### src/rtl/serial_adder.sv
// Bit-serial WIDTH-bit adder: one full-adder cell, registered carry, start/done handshake.
// Optional macro SERIAL_ADDER_SUB_EN adds a `sub` input for a-b with borrow on carry_out.
module serial_adder #(
  parameter int WIDTH = 8
) (
  input  logic             clk,
  input  logic             rst_n,
  input  logic             start,
  input  logic [WIDTH-1:0] a,
  input  logic [WIDTH-1:0] b,
`ifdef SERIAL_ADDER_SUB_EN
  input  logic             sub,
`endif
  output logic             busy,
  output logic             done,
  output logic [WIDTH-1:0] sum,
  output logic             carry_out
);

  localparam int CW = $clog2(WIDTH);

  typedef enum logic [1:0] {IDLE, RUN, DONE} state_t;

  state_t           state, state_next;
  logic [WIDTH-1:0] a_sr, b_sr, res_sr, res_next;
  logic [CW-1:0]    cnt;
  logic             carry, carry_next, bit_s;
  logic             accept, last;
  logic [WIDTH-1:0] b_load;
  logic             carry_init, final_co;

`ifdef SERIAL_ADDER_SUB_EN
  logic sub_q;

  // Subtraction is a + ~b + 1; the final carry is inverted to report borrow.
  assign b_load     = sub ? ~b : b;
  assign carry_init = sub;
  assign final_co   = carry_next ^ sub_q;

  always_ff @(posedge clk or negedge rst_n) begin
    if (!rst_n)      sub_q <= 1'b0;
    else if (accept) sub_q <= sub;
  end
`else
  assign b_load     = b;
  assign carry_init = 1'b0;
  assign final_co   = carry_next;
`endif

  assign accept     = start && ((state == IDLE) || (state == DONE));
  assign last       = (cnt == CW'(WIDTH - 1));
  assign bit_s      = a_sr[0] ^ b_sr[0] ^ carry;
  assign carry_next = (a_sr[0] & b_sr[0]) | (carry & (a_sr[0] ^ b_sr[0]));
  assign res_next   = {bit_s, res_sr[WIDTH-1:1]};

  always_ff @(posedge clk or negedge rst_n) begin
    if (!rst_n) state <= IDLE;
    else        state <= state_next;
  end

  always_comb begin
    state_next = state;
    case (state)
      IDLE:    if (start) state_next = RUN;
      RUN:     if (last)  state_next = DONE;
      DONE:    state_next = start ? RUN : IDLE;
      default: state_next = IDLE;
    endcase
  end

  always_ff @(posedge clk or negedge rst_n) begin
    if (!rst_n) begin
      a_sr      <= '0;
      b_sr      <= '0;
      res_sr    <= '0;
      carry     <= 1'b0;
      cnt       <= '0;
      sum       <= '0;
      carry_out <= 1'b0;
      busy      <= 1'b0;
      done      <= 1'b0;
    end else begin
      busy <= (state_next == RUN);
      done <= (state_next == DONE);
      if (accept) begin
        a_sr   <= a;
        b_sr   <= b_load;
        res_sr <= '0;
        carry  <= carry_init;
        cnt    <= '0;
      end else if (state == RUN) begin
        a_sr   <= a_sr >> 1;
        b_sr   <= b_sr >> 1;
        res_sr <= res_next;
        carry  <= carry_next;
        cnt    <= cnt + CW'(1);
        // The final bit is shifted in on this same edge, so publish res_next.
        if (last) begin
          sum       <= res_next;
          carry_out <= final_co;
        end
      end
    end
  end

endmodule

### config.mk
export PLATFORM = sky130hd
export DESIGN_NAME = serial_adder
export DESIGN_NICKNAME = d
export VERILOG_FILES = /design/src/rtl/serial_adder.sv
export SDC_FILE = /design/constraint.sdc
export NUM_CORES = 1
export LEC_CHECK = 0
export BUFFER_PORTS_ARGS = -buffer_cell sky130_fd_sc_hd__buf_2
export CAP_MARGIN = 20
export CORE_MARGIN = 2
export CORE_UTILIZATION = 31
export CTS_CLUSTER_SIZE = 25
export DETAILED_ROUTE_END_ITERATION = 10
export PLACE_DENSITY = 0.57
export SETUP_SLACK_MARGIN = 0.4
export SYNTH_ARGS = -nofsm -noshare
export SYNTH_HDL_FRONTEND = slang
export SYNTH_SLANG_ARGS = --single-unit
### constraint.sdc
create_clock -name clk -period 2.2 [get_ports clk]
set_input_delay 0.44 -clock clk [delete_from_list [all_inputs] [get_ports clk]]
set_output_delay 0.44 -clock clk [all_outputs]
set_load 0.01 [all_outputs]
==> results of run 1 <==
cells in the mapped netlist:
cell type                  instances
sky130_fd_sc_hd__mux2_2           20
sky130_fd_sc_hd__dfrtp_1          40
sky130_fd_sc_hd__mux2_4            1
sky130_fd_sc_hd__buf_12            1
sky130_fd_sc_hd__buf_8             1
sky130_fd_sc_hd__fa_1              1
sky130_fd_sc_hd__buf_6             1
sky130_fd_sc_hd__buf_2             6
sky130_fd_sc_hd__inv_1             2
sky130_fd_sc_hd__a22o_1           11
sky130_fd_sc_hd__o21ai_0           2
sky130_fd_sc_hd__nor2_1            2
sky130_fd_sc_hd__buf_4             2
sky130_fd_sc_hd__nand3b_1          1
sky130_fd_sc_hd__nand3_1           2
sky130_fd_sc_hd__mux2i_1          44
sky130_fd_sc_hd__xnor2_1           1
sky130_fd_sc_hd__ha_1              2
worst max-delay path, cell delays in order (launching register included):
cell and delay, ns:
sky130_fd_sc_hd__dfrtp_1 0.41, sky130_fd_sc_hd__ha_1 0.21, sky130_fd_sc_hd__ha_1 0.19, sky130_fd_sc_hd__nand3b_1 0.11, sky130_fd_sc_hd__buf_4 0.17, sky130_fd_sc_hd__mux2_2 0.34
how the worst max path moves through the flow:
stage	endpoint	from	slack, ns	depth (start not counted)
6_report	sum[1]$_DFFE_PN0P_	cnt[0]$_DFFE_PN0P_	0.66	5
3_3_place_gp	sum[0]$_DFFE_PN0P_	cnt[0]$_DFFE_PN0P_	0.54	4
3_5_place_dp	sum[0]$_DFFE_PN0P_	cnt[0]$_DFFE_PN0P_	0.48	4
4_1_cts	sum[0]$_DFFE_PN0P_	cnt[0]$_DFFE_PN0P_	0.47	4
2_1_floorplan	carry_out$_DFFE_PN0P_	cnt[0]$_DFFE_PN0P_	0.68	5
5_1_grt	sum[1]$_DFFE_PN0P_	cnt[0]$_DFFE_PN0P_	0.57	5
registers in the layout, summed over array words and instances (netlist names):
| register | cells |
|---|---|
| cnt | 3 |
| state | 2 |
| busy | 1 |
| res_sr | 7 |
| carry_out | 1 |
| a_sr | 8 |
| carry | 1 |
| sum | 8 |
| done | 1 |
| b_sr | 8 |
layer usage:
| layer | wire length (µm) | GRT usage (%) | share of wire [%] |
|---|---|---|---|
| met1 | 1603 | 13.84 | 45 |
| met2 | 1689 | 17.60 | 48 |
| met3 | 201 | 3.956 | 5.7 |
| met4 | 34 | 3.079 | 0.96 |
| met5 | 0 | 0 | 0 |
kinds of logic (layout without fill, tap and decap cells):
| group | count (synthesis) | after routing |
|---|---|---|
| flip-flops | 40 | 40 |
| XOR/XNOR | 1 | 1 |
| adder cells (fa/ha/maj) | 3 | 3 |
| AND/OR/NAND/NOR | 5 | 5 |
| buffers and inverters | 13 | 44 |
| AO/OA/AOI/OAI | 13 | 13 |
| multiplexers | 65 | 65 |
power groups by stage:
stage	clock [mW]	sequential, mW	combinational, mW
2_1_floorplan	0	1.24	0.810
6_report	0.597	1.25	1.02
4_1_cts	0.618	1.26	1.03
5_1_grt	0.659	1.29	1.14
3_3_place_gp	0	1.25	0.972
3_5_place_dp	0	1.27	1.03
metrics by stage:
stage	cell area, µm²	total power [mW]
3_3_place_gp	2138	2.224
3_5_place_dp	2138	2.300
4_1_cts	2250	2.903
6_report	2265	2.865
2_1_floorplan	1966	2.048
5_1_grt	2265	3.093
layout make-up:
| cell class | instances | area share (%) |
|---|---|---|
| sequential | 40 | 44.20 |
| inverter | 2 | 0.3315 |
| clock buffer | 5 | 3.039 |
| clock inverter | 3 | 1.878 |
| tap | 77 | 4.254 |
| timing repair buffer | 34 | 8.066 |
| multi-input combinational | 87 | 38.23 |
==> summary.md, run 1 <==
The run finished with clean final reports. Clock skew on the completed layout was measured at 0.003855 ns. The pre-antenna-repair detailed-routing pass consisted of 3 iterations. Timing analysis after detailed placement gives a worst setup slack of 0.4807 ns. Detail-routed net length per standard cell: 14.23 µm.

TritonCTS built the clock tree. Counting every net in the synthesized netlist gives 162. Hold is met by 0.2684 ns. Post-CTS timing repair inserted 0 buffers for setup.

The dominant cell type by area after synthesis was sky130_fd_sc_hd__dfrtp_1. The floorplan step defined a core boundary enclosing 6241 µm². Leaving out fill and tap cells, the most frequent cell in the layout is sky130_fd_sc_hd__mux2i_1.

The register clock-pin slew on the reported worst setup and hold paths was 0.08 ns; the fraction of synthesized area in multiplexers was 34.63%. In this run the clock root is driven by a sky130_fd_sc_hd__clkbuf_8. Once layout is complete, the utilization of the core stands at 36.29%.

The max-slew violation count is 0. Final setup violation count: 0. The total routing resource utilization after global routing was 10.92%; the top-area cell type share of the netlist area was 50.92%.

The share of post-route cells with drive strength above 1 was 36.84%; the simple logic cell fraction of the synthesized area was 1.273%. The Yosys step of the flow raised 0 warnings. By area the synthesized netlist is led by sky130_fd_sc_hd__dfrtp_1, sky130_fd_sc_hd__mux2i_1, sky130_fd_sc_hd__mux2_2, sky130_fd_sc_hd__a22o_1, sky130_fd_sc_hd__buf_2.

The net switching power of the design came out at 915.3 µW. Derived from the worst setup path, the maximum achievable clock frequency is 0.6486 GHz. The count of cells in the finished layout, fillers not included, comes to 248. The data arrival time at the worst-slack endpoint is 1.72 ns, and the portion of the post-synthesis area used by sequential elements is 50.92%. Post-detailed-placement half-perimeter wirelength: 2.401 mm. The logs give 0 for the final hold violation count and 0 for the number of instances resized during post-cts repair.

By area, the combinational part of the netlist is dominated by multiplexers. For this design the ratio of total power to cell area is 1265 nW/µm². Number of top-level design ports: 30. The path category of the worst min-delay check was in -> async. The clock drives 40 sinks. The run gives 1.950 mW as the internal power component. Number of buffers created by CTS: 5. The number of antenna violations at the first check in global routing came out at 0. The start of the worst register-to-register path is cnt[0]$_DFFE_PN0P_. The die covers 6994 µm².

First-pass GRT wire length: 6.196 mm. The floorplan has 29 rows. The logs give 0.6983 for the placer congestion estimate and 1217 for the total via count after detailed routing. The synthesized-area fraction occupied by ao, oa, aoi and oai cells was 5.411%. The top cell types in the final layout, fill and taps aside, are sky130_fd_sc_hd__mux2i_1, sky130_fd_sc_hd__dfrtp_1, sky130_fd_sc_hd__buf_2, sky130_fd_sc_hd__mux2_2, sky130_fd_sc_hd__a22o_1.

In this run the tightest slew margin relative to its limit is 40.87%. The number of levels the H-tree was split into was 2; the setup slack of the critical path after layout was 0.6583 ns. Buffers inserted to repair hold after CTS numbered 0. The setup check on the worst reg-to-reg path leaves a slack of 0.66 ns. The tools report the area taken by multi-input logic gates as 865.8 µm².

Dividing the detail-routed via count by the number of cells gives 4.907. The logs give 18 for the distinct cell type count of the synthesized netlist and 0 ns for the sum of negative setup slack. The run gives 41 as the largest net degree at the start of global routing. The clock network burns 20.8% of the power. The insertion delay of the later-clocked pin in the worst-skew pair is 0.29 ns, and the width of the chip is 83.63 µm.

Final net count: 192. The final layout contains routed wiring with a total length of 3.528 mm. The path type of the worst setup path is reg -> reg.

After global routing the overflow that remains totals 0. The filler cells instantiated in the layout total 635. The tool flagged a number of max-cap violations equal to 0. The longest clock path from root to sink contains 2 buffers. The tools report the antenna diode instance count as 0.

The part of the total power dissipated in combinational logic is 35.5%, and the worst vdd rail ir drop is 0.4661 mV. Arithmetic-cell share of the synthesized area counting full adders, half adders and majority gates: 2.292%. At the pin with the least slew margin, the transition time is 0.8870 ns.

The cell area that synthesis handed to floorplanning was 1966 µm². The run gives 31.50% as the starting density of the core. The number of cell instances on the worst register-to-register path was 5; the post-synthesis to final-layout area growth was 15.21%.

The logs give 43.7% for the power share of the sequential group and 32 for the number of design-rule violations left by the first detailed-router iteration. The antenna violation net count after detailed routing is 0, and the mean post-synth cell area is 14.04 µm². Setup repair after global routing left no endpoint under its margin. The number of placed cells counting well taps was 238; the chip height was 83.63 µm.

The endpoint identified for the worst register-to-register timing path is sum[1]$_DFFE_PN0P_. The smallest clock period supported by the final layout is computed as 1.542 ns. The synthesized netlist devotes 0.4456% of its cell area to XOR and XNOR gates.

In this run the tool buffered the top-level ports with 29 buffer cells. The leakage power of the design was 1.149 nW; the data required time at the worst endpoint was 2.38 ns. Of all nets on the critical path, the largest fanout is 7. The launching element type of the critical path was a flip-flop. For the via count of the first global-routing pass, the log shows 1298. In this run, synthesis produced a sequential element count of 40. In the routed design, unresolved DRC markers number 0. The cell count after synthesis was 140; the switching part of the total power was 31.95%.

STA classifies the critical path endpoint as a flip-flop. In the final layout, flip-flops and latches occupy 1001 µm². Dividing the final minimum period by the clock period gives 70.08%.
No activity file was read; power rests on OpenSTA's default activity.
==> run 2, diff against run 1 <==
--- a/config.mk
+++ b/config.mk
@@ -11,7 +11,7 @@
 export CORE_UTILIZATION = 31
 export CTS_CLUSTER_SIZE = 25
 export DETAILED_ROUTE_END_ITERATION = 10
-export PLACE_DENSITY = 0.57
+export PLACE_DENSITY = 0.58
 export SETUP_SLACK_MARGIN = 0.4
 export SYNTH_ARGS = -nofsm -noshare
 export SYNTH_HDL_FRONTEND = slang
==> constraint.sdc (replaced) <==
create_clock -name clk -period 1.4 [get_ports clk]
set_input_delay 0.28 -clock clk [delete_from_list [all_inputs] [get_ports clk]]
set_output_delay 0.28 -clock clk [all_outputs]
set_load 0.01 [all_outputs]
==> run 2 against run 1 <==
  * Clock power grew 34%
  * Critical endpoint is now res_sr[7]$_DFFE_PN0P_
  * Critical path depth shrank 2
  * Combinational power grew to 2.5 times the previous value
  * Global-route usage grew 1.6 points
  * Highest routed layer unchanged
  * Via count grew 8.5%
  * The flow now finishes with violations (negative setup slack)
  * Fmax grew 3.3%
==> summary.md, run 2 (same netlist as run 1, synthesis figures left out) <==
The final net count is 220, and the slew of the pin with the lowest slew margin is 0.2930 ns. The first TritonRoute pass finished after 4 iterations. The area of the die is 6994 µm². The run gives -0.08039 ns as the setup slack after placement. For this run, design rule violations remaining after detail routing come to 0.

The min-delay analysis places its worst path in the category in -> reg. Timing would allow up to 0.6702 GHz. The leakage power of the design is 1.399 nW.

In this run the worst path has a maximum fanout of 2. Antenna diode instance count: 0. For the final hold violation count, the log shows 0. In this run the critical register-to-register path is captured at res_sr[7]$_DFFE_PN0P_. The most frequent standard cell in the layout excluding fill and tap cells was sky130_fd_sc_hd__mux2i_1. In this run the tightest slew margin relative to its limit is 80.46%. The final clock skew was 0.009471 ns.

The placer congestion estimate was 0.7104. Measured in cells, the most critical reg-to-reg path has a length of 3. 30 I/O pins were placed.

Worst vdd rail ir drop: 0.8792 mV. The beginning of the worst hold path was b[0]. Clock-pin slew was measured on the worst setup and hold paths at 0.07 ns. TritonCTS built the clock tree.

The tools report the number of levels the H-tree was split into as 2. Summing all placed instances gives a cell area of 2361 µm². Number of antenna violations at the first check in global routing: 0.

The run gives 29 as the number of placement rows. Hold-critical path depth: 3. The multi-input combinational cells in the finished layout cover a total of 997.2 µm². The logs give 0 for the total congestion overflow and 2.590 mm for the post-detailed-placement half-perimeter wirelength. The run gives 5 as the number of buffers created by CTS. The standard cell core area is 6241 µm², and the flip-flop and latch area is 1003 µm². The final setup violation count was 10.

STA classifies the critical path endpoint as a flip-flop. The start of the worst register-to-register path is a_sr[0]$_DFFE_PN0P_. The library cells used most frequently in the layout, excluding fill and tap cells, are sky130_fd_sc_hd__mux2i_1, sky130_fd_sc_hd__dfrtp_1, sky130_fd_sc_hd__buf_2, sky130_fd_sc_hd__mux2_4, sky130_fd_sc_hd__buf_4.

The final route contains 1321 vias. Setup repair after global routing could not meet its margin everywhere. The max-slew violation count was 0; the average via count per standard cell was 4.786. For the antenna violation net count after detailed routing, the log shows 0. The first global-routing pass estimated 7.031 mm of wire.

For the via count of the first global-routing pass, the log shows 1417. In the final layout, the registers with the most flip-flops are a_sr: 8 flops, b_sr: 8 flops, sum: 8 flops. With fillers left out, the area of the finished cells amounts to 2725 µm².

Measured along the x axis, the die boundary spans 83.63 µm. The starting density of the core was 31.50%; the utilization after layout was 43.66%. From bottom edge to top edge, the die measures 83.63 µm. The tools report the reg-to-reg setup timing slack as -0.09 ns. Buffers placed on the I/O ports in this run total 29.

The setup slack of the critical path after layout was -0.09214 ns. The final reports fail on negative setup slack. The worst path in the final design needs a cycle of 1.492 ns, including I/O delays and setup. Total routing resource utilization after global routing: 12.52%.

The CTS sink count is 40, and the total power after layout is 5.358 mW. The number of max-cap violations is 0. The number of fill cells is 584, and the post-synthesis to final-layout area growth is 38.64%.

The run finished, with violations left. The path with the worst hold slack has its endpoint at b_sr[0]$_DFFE_PN0P_. The data required time at the worst endpoint was 1.57 ns; the post-detailed-routing wire length was 4.072 mm.

The tools report the root cell of the clock tree as sky130_fd_sc_hd__clkbuf_8. The clock passes through at most 2 buffers. For the worst-skew pair, the clock arrives at the later sink with an insertion delay of 0.29 ns.

In the final routed layout, each cell accounts on average for 14.75 µm. Data on the critical path arrives at its endpoint at 1.67 ns. The worst setup path is launched from a flip-flop. Entering global routing, the biggest net connects 23 pins.

Power spread over the standard cell area amounts to 1966 nW/µm². Share of the clock period used by the worst path after layout: 106.6%. The share of post-route cells with drive strength above 1 came out at 50.25%. For this block, the initial DRC count from the detailed router was 16. The worst setup path is of the reg -> reg kind.
run 2: worst max path at each step:
| stage | start | endpoint | slack (ns) |
|---|---|---|---|
| after floorplan | cnt[0]$_DFFE_PN0P_ | carry_out$_DFFE_PN0P_ | -0.03 |
| after global placement | carry$_DFFE_PN0P_ | res_sr[7]$_DFFE_PN0P_ | -0.03 |
| after detailed placement | cnt[1]$_DFFE_PN0P_ | sum[5]$_DFFE_PN0P_ | -0.08 |
| after CTS | a_sr[0]$_DFFE_PN0P_ | res_sr[7]$_DFFE_PN0P_ | -0.09 |
| after global routing | a_sr[0]$_DFFE_PN0P_ | res_sr[7]$_DFFE_PN0P_ | -0.14 |
| final | a_sr[0]$_DFFE_PN0P_ | res_sr[7]$_DFFE_PN0P_ | -0.09 |
run 2: cell type report:
cell class	count	area share (%)
flip-flops and latches	40	36.82
multi-input cells	87	36.59
repair buffers	62	19.38
well taps	77	3.535
clock buffers	6	3.030
clock inverters	2	0.3673
inverters	2	0.2755
run 2: through the flow:
step,hold slack [ns],cells,TNS [ns]
2_1_floorplan,-0.01559,140,-0.1388
5_1_grt,0.2664,276,-0.9837
3_3_place_gp,0.2438,250,-0.1230
6_report,0.2755,276,-0.5217
4_1_cts,0.2756,272,-0.5114
3_5_place_dp,0.2553,250,-0.4813
run 2: critical path, cell delays in order, from the launching register on:
cell                      delay, ns
sky130_fd_sc_hd__dfrtp_1       0.41
sky130_fd_sc_hd__fa_2          0.48
sky130_fd_sc_hd__mux2_4        0.28
sky130_fd_sc_hd__a22o_1        0.21
run 2: what timing repair did:
item	CTS	global route
endpoints found under the hold margin	18	0
resized for setup	18	8
pin swaps	2	3
setup endpoints to repair	51	73
hold buffers	1	0
gates cloned	3	0
setup buffers	10	4
run 2: layer usage:
metal | vias up | global-route usage, % | part of all wire, %
met2 | 36 | 19.56 | 49
met5 | - | 0 | 0
li1 | 620 | - | -
met3 | 7 | 3.956 | 5.4
met4 | 0 | 3.519 | 0.98
met1 | 658 | 16.78 | 45
run 2: power by group:
group	switching, mW	internal [mW]
Sequential	0.369	1.62
Combinational	0.914	1.66
Clock	0.406	0.394
==> run 3, diff against run 2 <==
==> constraint.sdc (replaced) <==
create_clock -name clk -period 1.35 [get_ports clk]
set_input_delay 0.27 -clock clk [delete_from_list [all_inputs] [get_ports clk]]
set_output_delay 0.27 -clock clk [all_outputs]
set_load 0.01 [all_outputs]
==> run 3 against run 2 <==
  * The run still ends with negative setup slack left
  * Core utilization rose by 0.58 points
  * Die area is the same
  * Sequential share of layout area down 0.53 points
  * Register-to-register slack got worse by 0.04 ns
  * Via count grew 2.3%
  * First-iteration DRC count rose by 25%
  * Clock-buffer cell count did not move
  * Clock power increased by 2%
  * Total power grew 4.3%
  * Sequential cell count is the same
  * Wire length is 1.5% higher
  * Non-clock buffer count rose by 4
  * Critical endpoint is now sum[7]$_DFFE_PN0P_
  * Highest routed layer unchanged
==> summary.md, run 3 (same netlist as run 1, synthesis figures left out) <==
The area growth from synthesis to layout is 40.48%. For the worst flop-to-flop path, the logic depth is 5. For this configuration, the core starts out at a cell density of 31.50%.

The area taken by multi-input logic gates is 997.2 µm². In the final design database the tool counted 224 nets. For flop-to-flop paths, the worst setup slack is -0.13 ns. The share of post-route cells with drive strength above 1 is 50.74%, and the number of detailed-route iterations in the first pass is 2. OpenSTA, run right after detailed placement, puts the worst setup slack at -0.1288 ns. TritonCTS built the clock tree. The number of design-rule violations left by the first detailed-router iteration was 20. The worst vdd rail ir drop is 0.9615 mV. In the layout the commonest cells are sky130_fd_sc_hd__mux2i_1, sky130_fd_sc_hd__dfrtp_1, sky130_fd_sc_hd__buf_2, sky130_fd_sc_hd__mux2_4, sky130_fd_sc_hd__buf_4. After routing the design area is 2761 µm². The layer carrying the most global-route usage is met2. The met3 routing resource usage after global routing was 3.264%; the final hold violation count was 0.

The tool flagged a number of max-cap violations equal to 0. For the pin with the worst max-slew slack, the measured transition is 0.2662 ns. 0 antenna diodes ended up in the layout. Setup repair after global routing could not meet its margin everywhere.

The worst hold path was traced through 3 stages. The checks that failed: negative setup slack. The total overflow left after global routing is 0.

The standard cell core area is 6241 µm², and the final clock skew is 0.003827 ns. The insertion delay of the later-clocked pin in the worst-skew pair was 0.29 ns; the CTS sink count was 40. The count of buffers added on input and output ports is 29. Counting along the longest clock path gives a buffer depth of 2. Global routing consumed, over all layers together, 12.40% of the routing resources. The placer congestion estimate was 0.6937.

The count of nets left with antenna violations once routing finished came out at 0. The launching element type of the critical path is a flip-flop. Fill cells in the final layout number 594. In this run the power density over the cells is 2024 nW/µm². Using the TritonRoute via totals, the vias-per-cell ratio works out to 4.829.

The maximum fanout count along the critical path is 11. The run finished, with violations left. The beginning of the worst hold path was a[7].

The finished layout holds 280 standard cells, fillers aside. For this design the static power due to leakage is 1.428 nW. The logs give 22.40% for the met2 track demand over resource and 0 for the max-slew violation count. The width of the chip came out at 83.63 µm. After layout, the minimum clock period comes to 1.481 ns. In the final layout, the registers with the most flip-flops are a_sr: 8 flops, b_sr: 8 flops, sum: 8 flops. In this run the core area contains 29 standard-cell rows. For the achievable frequency, the log shows 0.6751 GHz.

Category of the worst setup path capture point: a flip-flop. The cell area after placement is 2359 µm². The largest net degree at the start of global routing came out at 41. The path class of the tightest hold or removal check is in -> reg. The detail-routed net length per standard cell was 14.76 µm. The start of the worst register-to-register path was cnt[1]$_DFFE_PN0P_. The data required time at the worst endpoint is 1.53 ns. The path type of the worst setup path was reg -> reg. The number of antenna violations at the first check in global routing was 0; the utilization after layout was 44.25%. Summing all flip-flop and latch instances after layout gives 1002 µm².

The H-tree was split into 2 levels. For the final setup violation count, the log shows 11. The logs give 1352 for the total via count after detailed routing and 0.2562 ns for the post-route worst hold slack. The via count of the first global-routing pass was 1430; the chip height was 83.63 µm. Measured against its own limit, the worst slew margin works out to 82.25%. The first global-routing pass estimated 6.927 mm of wire. In this run the critical register-to-register path is captured at sum[7]$_DFFE_PN0P_. The logs give 30 for the number of top-level design ports and 6994 µm² for the area of the die. The run gives -0.1313 ns as the setup slack of the critical path after layout.

The most frequent standard cell in the layout excluding fill and tap cells is sky130_fd_sc_hd__mux2i_1. The number of buffers created by CTS is 5. The root cell of the clock tree was sky130_fd_sc_hd__clkbuf_8. The hold path endpoint is a_sr[7]$_DFFE_PN0P_.

STA puts the critical path data arrival time at 1.66 ns. The register clock-pin slew on the reported worst setup and hold paths is 0.08 ns. Of the available clock period, the critical path in the final layout requires 109.7%. Wires add up to 4.132 mm.

In the routed design, unresolved DRC markers number 0. The number of placed instances, taps included, is 248. The logs give 2.535 mm for the post-detailed-placement half-perimeter wirelength and 14.57% for the met1 track demand over resource in global routing.
-- run 3: cell count changes in the layout (fill, tap and decap cells not counted), moves of 2 or more --
cell,previous run,this run
sky130_fd_sc_hd__buf_6,8,6
sky130_fd_sc_hd__nor2_4,0,2
sky130_fd_sc_hd__buf_4,18,20
sky130_fd_sc_hd__buf_12,4,6
sky130_fd_sc_hd__nor2_1,2,0
sky130_fd_sc_hd__buf_2,27,30
-- run 3: worst max-delay path, cell delays in order, from the launching register on --
cell and delay [ns]:
sky130_fd_sc_hd__dfrtp_1 0.42, sky130_fd_sc_hd__ha_4 0.18, sky130_fd_sc_hd__ha_4 0.16, sky130_fd_sc_hd__nand3b_1 0.12, sky130_fd_sc_hd__buf_12 0.16, sky130_fd_sc_hd__mux2_2 0.33
-- run 3: how the worst max path moves through the flow --
stage / start / endpoint / slack [ns] / cells past startpoint
3_3_place_gp: carry$_DFFE_PN0P_ / res_sr[7]$_DFFE_PN0P_ / -0.08 / 3
4_1_cts: b_sr[0]$_DFFE_PN0P_ / res_sr[7]$_DFFE_PN0P_ / -0.14 / 3
3_5_place_dp: carry$_DFFE_PN0P_ / res_sr[7]$_DFFE_PN0P_ / -0.13 / 3
6_report: cnt[1]$_DFFE_PN0P_ / sum[7]$_DFFE_PN0P_ / -0.13 / 5
2_1_floorplan: cnt[0]$_DFFE_PN0P_ / carry_out$_DFFE_PN0P_ / -0.08 / 5
5_1_grt: cnt[1]$_DFFE_PN0P_ / sum[7]$_DFFE_PN0P_ / -0.17 / 5
-- run 3: per-layer routing --
metal  part of all wire (%)  routed length (µm)
met1                     43                1765
met4                   0.87                  36
met5                      0                   0
met2                     53                2173
met3                    3.8                 157
-- run 3: stage by stage --
stage,TNS (ns),total power [mW]
finish,-1.039,5.589
CTS,-1.123,5.515
floorplan,-0.5888,3.558
global placement,-0.5770,4.039
detailed placement,-0.9825,4.183
global route,-1.412,5.984
-- run 3: layout make-up --
cell class	count	share of cell area, %
Sequential cell	40	36.29
Multi-Input combinational cell	87	36.11
Timing Repair Buffer	66	20.48
Tap cell	77	3.489
Clock buffer	6	2.990
Clock inverter	2	0.3625
Inverter	2	0.2719
-- run 3: repair_timing --
action	4_1_cts	5_1_grt
buffers inserted	15	5
gates cloned	3	0
hold buffers	1	0
hold endpoints to repair	40	0
pin swaps	5	3
setup endpoints to repair	50	51
gates resized for setup	19	5
-- run 3: where the power goes --
group | leakage, nW | switching [mW] | total (mW) | internal (mW)
sequential | 0.512 | 0.394 | 2.07 | 1.68
clock | 0.0510 | 0.406 | 0.814 | 0.408
combinational | 0.865 | 0.957 | 2.70 | 1.75
